$ cat src/rtl/oled_bus_writer_if.sv
// Host-side handshake bundle for oled_bus_writer: a command stage
// (cmd_valid/cmd_ready with cmd and len) and a data stage (data_valid/data_ready with data).
// The master modport is the host that issues commands. The slave modport is the bus writer.
interface oled_bus_writer_if #(
  parameter int DATA_WIDTH = 8,
  parameter int MAX_LEN    = 16
);
  localparam int LEN_W = $clog2(MAX_LEN + 1);

  logic                  cmd_valid;
  logic                  cmd_ready;
  logic [DATA_WIDTH-1:0] cmd;
  logic [LEN_W-1:0]      len;
  logic                  data_valid;
  logic                  data_ready;
  logic [DATA_WIDTH-1:0] data;

  modport master (
    output cmd_valid, cmd, len, data_valid, data,
    input  cmd_ready, data_ready
  );

  modport slave (
    input  cmd_valid, cmd, len, data_valid, data,
    output cmd_ready, data_ready
  );
endinterface

$ cat src/rtl/oled_bus_writer.sv
// oled_bus_writer: write-only controller for a 6800-style OLED parallel bus.
// Each frame is one command byte followed by 0..MAX_LEN data bytes.
// For every byte the controller runs this sequence:
//   SETUP  : E low, q stable, for one clock.
//   STROBE : E high for E_CYCLES clocks.
//   HOLD   : E low for GAP_CYCLES clocks. The panel latches the byte on this falling edge of E.
// Compile-time option OLED_INIT_EN:
//   - A power-on init sequence is replayed from a ROM image (INIT_DATA) as one frame.
//   - Host commands are not accepted until that frame has finished.
//   - Without OLED_INIT_EN, init_done is a constant 1.
//   - Without OLED_INIT_EN, the controller is idle immediately after reset.
module oled_bus_writer #(
  parameter int DATA_WIDTH = 8,
  parameter int MAX_LEN    = 16,
  parameter int E_CYCLES   = 2,
  parameter int GAP_CYCLES = 1,
  parameter int INIT_DEPTH = 64,
  parameter     INIT_FILE  = "OLED.hex",
  parameter logic [INIT_DEPTH*(DATA_WIDTH+1)-1:0] INIT_DATA = '0
) (
  input  logic                  clk,
  input  logic                  rst,
  oled_bus_writer_if.slave      host,
  output logic                  busy,
  output logic                  init_done,
  output logic                  oled_cs,
  output logic                  oled_e,
  output logic                  oled_rw,
  output logic                  oled_dc,
  output logic [DATA_WIDTH-1:0] oled_q
);

  localparam int LEN_W  = $clog2(MAX_LEN + 1);
  localparam int CNT_MX = (E_CYCLES > GAP_CYCLES) ? E_CYCLES : GAP_CYCLES;
  localparam int CNT_W  = (CNT_MX > 1) ? $clog2(CNT_MX) : 1;

  if (E_CYCLES < 1 || GAP_CYCLES < 1 || INIT_DEPTH < 1) begin : g_param_check
    $error("oled_bus_writer: E_CYCLES, GAP_CYCLES and INIT_DEPTH must be >= 1");
  end

  typedef enum logic [2:0] {
    S_INIT,
    S_IDLE,
    S_SETUP,
    S_STROBE,
    S_HOLD,
    S_FETCH,
    S_DONE
  } state_t;

`ifdef OLED_INIT_EN
  localparam state_t RESET_STATE = S_INIT;
`else
  localparam state_t RESET_STATE = S_IDLE;
`endif

  state_t                state_q;
  logic [LEN_W-1:0]      rem_q;
  logic [CNT_W-1:0]      cnt_q;
  logic                  cs_q;
  logic                  e_q;
  logic                  dc_q;
  logic [DATA_WIDTH-1:0] q_q;
  logic                  init_done_w;
  logic                  cmd_ready_w;
  logic [LEN_W-1:0]      len_d;

`ifdef OLED_INIT_EN
  localparam int AW  = (INIT_DEPTH > 1) ? $clog2(INIT_DEPTH) : 1;
  localparam int ACW = $clog2(INIT_DEPTH + 1);

  logic [DATA_WIDTH:0] rom_dout_q;
  logic [ACW-1:0]      rom_addr_q;
  logic                rom_phase_q;
  logic                init_done_q;

  // Synchronous ROM read: the word at rom_addr_q is available one clock later.
  always_ff @(posedge clk) begin
    if (rom_addr_q < ACW'(INIT_DEPTH)) begin
      rom_dout_q <= INIT_DATA[int'(rom_addr_q[AW-1:0]) * (DATA_WIDTH + 1) +: (DATA_WIDTH + 1)];
    end
  end

  assign init_done_w = init_done_q;
`else
  assign init_done_w = 1'b1;
`endif

  // Requests longer than the frame buffer are truncated, not rejected.
  always_comb begin
    len_d = host.len;
    if (host.len > LEN_W'(MAX_LEN)) begin
      len_d = LEN_W'(MAX_LEN);
    end
  end

  // Handshake readiness and busy are decoded straight from the state.
  assign cmd_ready_w     = (state_q == S_IDLE) && init_done_w;
  assign host.cmd_ready  = cmd_ready_w;
  assign host.data_ready = (state_q == S_FETCH);
  assign busy            = (state_q != S_IDLE);
  assign init_done       = init_done_w;

  assign oled_cs = cs_q;
  assign oled_e  = e_q;
  assign oled_rw = 1'b0;
  assign oled_dc = dc_q;
  assign oled_q  = q_q;

  // Bus sequencer. Each pin value is registered on the transition into the state that owns it.
  always_ff @(posedge clk) begin
    if (rst) begin
      state_q <= RESET_STATE;
      rem_q   <= '0;
      cnt_q   <= '0;
      cs_q    <= 1'b1;
      e_q     <= 1'b0;
      dc_q    <= 1'b0;
      q_q     <= '0;
`ifdef OLED_INIT_EN
      rom_addr_q  <= '0;
      rom_phase_q <= 1'b0;
      init_done_q <= 1'b0;
`endif
    end else begin
      unique case (state_q)
`ifdef OLED_INIT_EN
        // First clock lets the ROM word settle. The second clock loads it onto the bus.
        // cs is held low across all init entries, so they form a single frame.
        S_INIT: begin
          if (!rom_phase_q) begin
            rom_phase_q <= 1'b1;
          end else begin
            rom_phase_q <= 1'b0;
            q_q         <= rom_dout_q[DATA_WIDTH-1:0];
            dc_q        <= rom_dout_q[DATA_WIDTH];
            cs_q        <= 1'b0;
            rom_addr_q  <= rom_addr_q + ACW'(1);
            state_q     <= S_SETUP;
          end
        end
`endif
        S_IDLE: begin
          if (host.cmd_valid && cmd_ready_w) begin
            q_q     <= host.cmd;
            dc_q    <= 1'b0;
            cs_q    <= 1'b0;
            rem_q   <= len_d;
            state_q <= S_SETUP;
          end
        end
        S_SETUP: begin
          e_q     <= 1'b1;
          cnt_q   <= CNT_W'(E_CYCLES - 1);
          state_q <= S_STROBE;
        end
        S_STROBE: begin
          if (cnt_q != '0) begin
            cnt_q <= cnt_q - CNT_W'(1);
          end else begin
            e_q     <= 1'b0;
            cnt_q   <= CNT_W'(GAP_CYCLES - 1);
            state_q <= S_HOLD;
          end
        end
        S_HOLD: begin
          if (cnt_q != '0) begin
            cnt_q <= cnt_q - CNT_W'(1);
`ifdef OLED_INIT_EN
          end else if (!init_done_q) begin
            if (rom_addr_q == ACW'(INIT_DEPTH)) begin
              cs_q    <= 1'b1;
              dc_q    <= 1'b0;
              state_q <= S_DONE;
            end else begin
              state_q <= S_INIT;
            end
`endif
          end else if (rem_q != '0) begin
            state_q <= S_FETCH;
          end else begin
            cs_q    <= 1'b1;
            dc_q    <= 1'b0;
            state_q <= S_DONE;
          end
        end
        // Stalls here with cs low and the last byte still on q until the host supplies data.
        S_FETCH: begin
          if (host.data_valid) begin
            q_q     <= host.data;
            dc_q    <= 1'b1;
            rem_q   <= rem_q - LEN_W'(1);
            state_q <= S_SETUP;
          end
        end
        S_DONE: begin
`ifdef OLED_INIT_EN
          init_done_q <= 1'b1;
`endif
          state_q <= S_IDLE;
        end
        default: begin
          state_q <= RESET_STATE;
        end
      endcase
    end
  end

endmodule

$ cat src/flat_wrapper.sv
// flat-port wrapper written by rule: the top's interface ports become plain ports
module oled_bus_writer_flat 
#(
  parameter int DATA_WIDTH = 8,
  parameter int MAX_LEN    = 16,
  parameter int E_CYCLES   = 2,
  parameter int GAP_CYCLES = 1,
  parameter int INIT_DEPTH = 64,
  parameter     INIT_FILE  = "        ",
  parameter logic [INIT_DEPTH*(DATA_WIDTH+1)-1:0] INIT_DATA = '0
)
  (clk, rst, busy, init_done, oled_cs, oled_e, oled_rw, oled_dc, oled_q, host_cmd_valid, host_cmd, host_len, host_data_valid, host_data, host_cmd_ready, host_data_ready);
  oled_bus_writer_if #(.DATA_WIDTH(DATA_WIDTH), .MAX_LEN(MAX_LEN)) host_i ();
  input  logic clk;
  input  logic rst;
  output logic busy;
  output logic init_done;
  output logic oled_cs;
  output logic oled_e;
  output logic oled_rw;
  output logic oled_dc;
  output logic [DATA_WIDTH-1:0] oled_q;
  input wire logic [$bits(host_i.cmd_valid)-1:0] host_cmd_valid;
  input wire logic [$bits(host_i.cmd)-1:0] host_cmd;
  input wire logic [$bits(host_i.len)-1:0] host_len;
  input wire logic [$bits(host_i.data_valid)-1:0] host_data_valid;
  input wire logic [$bits(host_i.data)-1:0] host_data;
  output wire logic [$bits(host_i.cmd_ready)-1:0] host_cmd_ready;
  output wire logic [$bits(host_i.data_ready)-1:0] host_data_ready;
  assign host_i.cmd_valid = host_cmd_valid;
  assign host_i.cmd = host_cmd;
  assign host_i.len = host_len;
  assign host_i.data_valid = host_data_valid;
  assign host_i.data = host_data;
  assign host_cmd_ready = host_i.cmd_ready;
  assign host_data_ready = host_i.data_ready;
  oled_bus_writer #(.DATA_WIDTH(DATA_WIDTH), .MAX_LEN(MAX_LEN), .E_CYCLES(E_CYCLES), .GAP_CYCLES(GAP_CYCLES), .INIT_DEPTH(INIT_DEPTH), .INIT_FILE(INIT_FILE), .INIT_DATA(INIT_DATA)) u_core (.clk(clk), .rst(rst), .host(host_i), .busy(busy), .init_done(init_done), .oled_cs(oled_cs), .oled_e(oled_e), .oled_rw(oled_rw), .oled_dc(oled_dc), .oled_q(oled_q));
endmodule
$ cat config.mk
export PLATFORM = sky130hd
export DESIGN_NAME = oled_bus_writer_flat
export DESIGN_NICKNAME = d
export VERILOG_FILES = /design/src/rtl/oled_bus_writer_if.sv /design/src/rtl/oled_bus_writer.sv /design/src/flat_wrapper.sv
export SDC_FILE = /design/constraint.sdc
export NUM_CORES = 1
export LEC_CHECK = 0
export CAP_MARGIN = 20
export CORE_AREA = 5 5 61 63
export DETAILED_ROUTE_END_ITERATION = 8
export DIE_AREA = 0 0 66 68
export PLACE_DENSITY_LB_ADDON = 0.2
export SYNTH_ARGS = -nofsm -noshare
export SYNTH_HDL_FRONTEND = slang
export SYNTH_SLANG_ARGS = --single-unit
$ cat constraint.sdc
create_clock -name clk -period 3 [get_ports clk]
set_input_delay 0.9 -clock clk [delete_from_list [all_inputs] [get_ports clk]]
set_output_delay 0.9 -clock clk [all_outputs]
set_load 0.005 [all_outputs]
==> impl_results.md <==
- RSZ-0062 raised after global routing: no
- Fin. Hold Viols: 0
- PostCTS Resize Cnt: 0
- Most frequent cells in the layout: 38 x clkdlybuf4s50_1, 22 x nand2_1, 20 x dfxtp_1
- Post-synth net total: 163
- DRC viols: 0
- Number of global-route vias before repair: 1169
- Worst relative slew slack: 62.1%
- Slew Viols, Final: 0
- DRT Pass-1 Iters: 4
- Nets@finish: 198
- Worst Path Buf+Inv: 1
- WL per Instance: 13.9 um
- Share of cells above drive strength 1: 10.0%
- PD cells: 560 nW/um^2
- Root buffer cell: clkbuf_4
- Boundary Pins: 41
- Syn Inst Count: 137
- Number of synthesized flops with an enable pin: 0
- Mean Syn Cell Area: 8.79 sq um
- Vias/cell: 5.26
- Crit Path Max Fanout: 12
- Post-synth cell types: 44
- Initial DRC count: 88
- CTS sink cnt: 20
- Post-CTS setup buffers: 0
- Reg2Reg Depth: 3
- Die width: 66 um
- Most common cell after layout, fill and taps aside: clkdlybuf4s50_1
- Status: finished, final reports clean
- Placer Congestion: 0.828
- Cell taking the most area after synthesis: dfxtp_1
- Largest net degree at the start of global routing: 15
- Die H: 68 um
- Hold path cells: 1
- Worst skew pair latency: 310 ps
- DRT antenna net count: 0
- Core Box Area: 3180 sq um
- N_diodes: 0
- Initial Util: 37.9%
- Synth-to-layout area growth: 33.0%
- Post-synth top area share: 33.2%
- Via count: 1137
- Num CTS Buffers: 3
- Crit path launch type: flip-flop
- Instance count on the critical path: 2
- Async set-reset flop share out of synthesis: 0%
- Post-Syn Area: 1200 sq um
- Crit-path cells: nor3b_4, clkdlybuf4s50_1
- Crit-path slowest cell: dfxtp_1
- Worst vdd ir: 0.000182 V
- Synth top area cells: dfxtp_1 33%, nand2_1 6.9%, a21oi_1 5.0%
- Worst Tran Pin Value: 568 ps
- Hold Path Class: flip-flop to flip-flop
- Critical path type: flip-flop to primary output
- Synth Register Bits: 20
- Worst setup margin: 327 ps
- H-tree Lvls: 1
- Tmin final: 2670 ps
- Final wirelength: 3000 um
- CTS tree: built
- Tcrit/Tclk final: 89.1%
- Crit path max-delay family: flip-flops
- LEAKAGE: 0.583 nW
- Synth warn: 0
- Die ar.: 4490 sq um
- Clk_skew: 5.65 ps
- Max Cap Viol: 0
- Synth Flop Type: dfxtp_1
- Endpoint type of the worst setup path: primary output
- Register area share after synthesis: 33.2%
- Initial antenna violation count: 0
- Setup_tns: 0 ps
- Endpoints failing setup: 0
- Post-CTS Hold Buffers: 0
- Dpl ws: 582 ps
- Final HPWL DP: 2240 um
- Slowest stage delay, CP: 580 ps
- Row Count: 21
- Data required, critical path: 2100 ps
- GR Overflow Total: 0
- Buffers on Ports: 38
- Max Buffers Root-to-Sink: 2
- Fmax: 0.374 GHz
- Global-route wire length before repair: 5220 um
- Crit path DAT: 1770 ps
- Total GRT Usage: 15.1%
- Worst-path clk slew: 110 ps
[area by class of cell]
class | instances | area (sq um)
fill | 305 | 1580
multi-input combinational | 98 | 689
timing repair buffer | 41 | 403
sequential | 20 | 400
tap | 46 | 57.6
inverter | 8 | 30.0
clock buffer | 3 | 22.5
[stage by stage]
step                instances  area [sq um]  hold slack [ps]  util [%]  total power, W
floorplan                 137          1200              461         -        0.000633
global placement          213          1580              451      49.7        0.000769
detailed placement        213          1580              458      49.7        0.000774
CTS                       216          1600              480      50.4        0.000904
global route              216          1600              518      50.4        0.000966
finish                    216          1600              476      50.4        0.000898
[power breakdown]
group / switching, W / leakage [nW] / internal (W)
Combinational: 0.000180 / 0.404 / 0.000214
Clock: 0.0000852 / 0.0138 / 0.0000471
Sequential: 0.0000577 / 0.165 / 0.000313
[layer usage]
layer / wire (um) / vias to the layer above / GRT usage [%]
met2: 1440 / 38 / 25.2
met5: 0 / - / 0
met3: 249 / 5 / 4.93
met1: 1250 / 528 / 17.3
li1: - / 566 / -
met4: 66 / 0 / 7.87
[sequential cells by signal (all words and copies together) (netlist names)]
register / cells
u_core.cnt_q: 1
u_core.oled_cs: 1
u_core.oled_dc: 1
u_core.oled_e: 1
u_core.oled_q: 8
u_core.rem_q: 5
u_core.state_q: 3
[cells by family (layout without fill, tap and decap cells)]
group,after synthesis,count (layout),synth area share [%]
muxes,5,5,4.57
adders and majority gates,1,1,1.04
DFF,20,20,33.2
AOI/OAI and AO/OA,42,42,28.0
buffers and inverters,19,52,9.55
and+or+nand+nor,48,48,22.9
other,2,2,0.623
[worst paths after layout]
path	slack, ps	from	to
hold / removal	480	u_core.oled_cs$_SDFFE_PP1P_	u_core.oled_cs$_SDFFE_PP1P_
setup / recovery	330	u_core.state_q[0]$_SDFFE_PP1P_	host_cmd_ready
hold reg to reg	480	u_core.oled_cs$_SDFFE_PP1P_	u_core.oled_cs$_SDFFE_PP1P_
setup reg to reg	1250	u_core.state_q[2]$_SDFFE_PP0P_	u_core.rem_q[2]$_SDFFE_PP0P_
[Yosys cell counts (2+ instances only)]
cell,n
conb_1,2
buf_4,5
o32ai_1,2
mux2i_1,4
inv_1,7
buf_6,3
a211oi_1,2
nand4_1,2
a21oi_1,12
nand2b_1,6
nor2b_1,5
a31oi_1,3
o21ai_0,5
nand2_1,22
a311oi_2,3
a311oi_1,6
buf_2,2
dfxtp_1,20
[worst reg2reg max path: cells and delay by family, from the launching register on]
family	cells	cell delay, ps
DFF	1	690
muxes	1	520
AOI/OAI and AO/OA	1	300
and+or+nand+nor	1	150
Power figures use the tool's default switching activity.
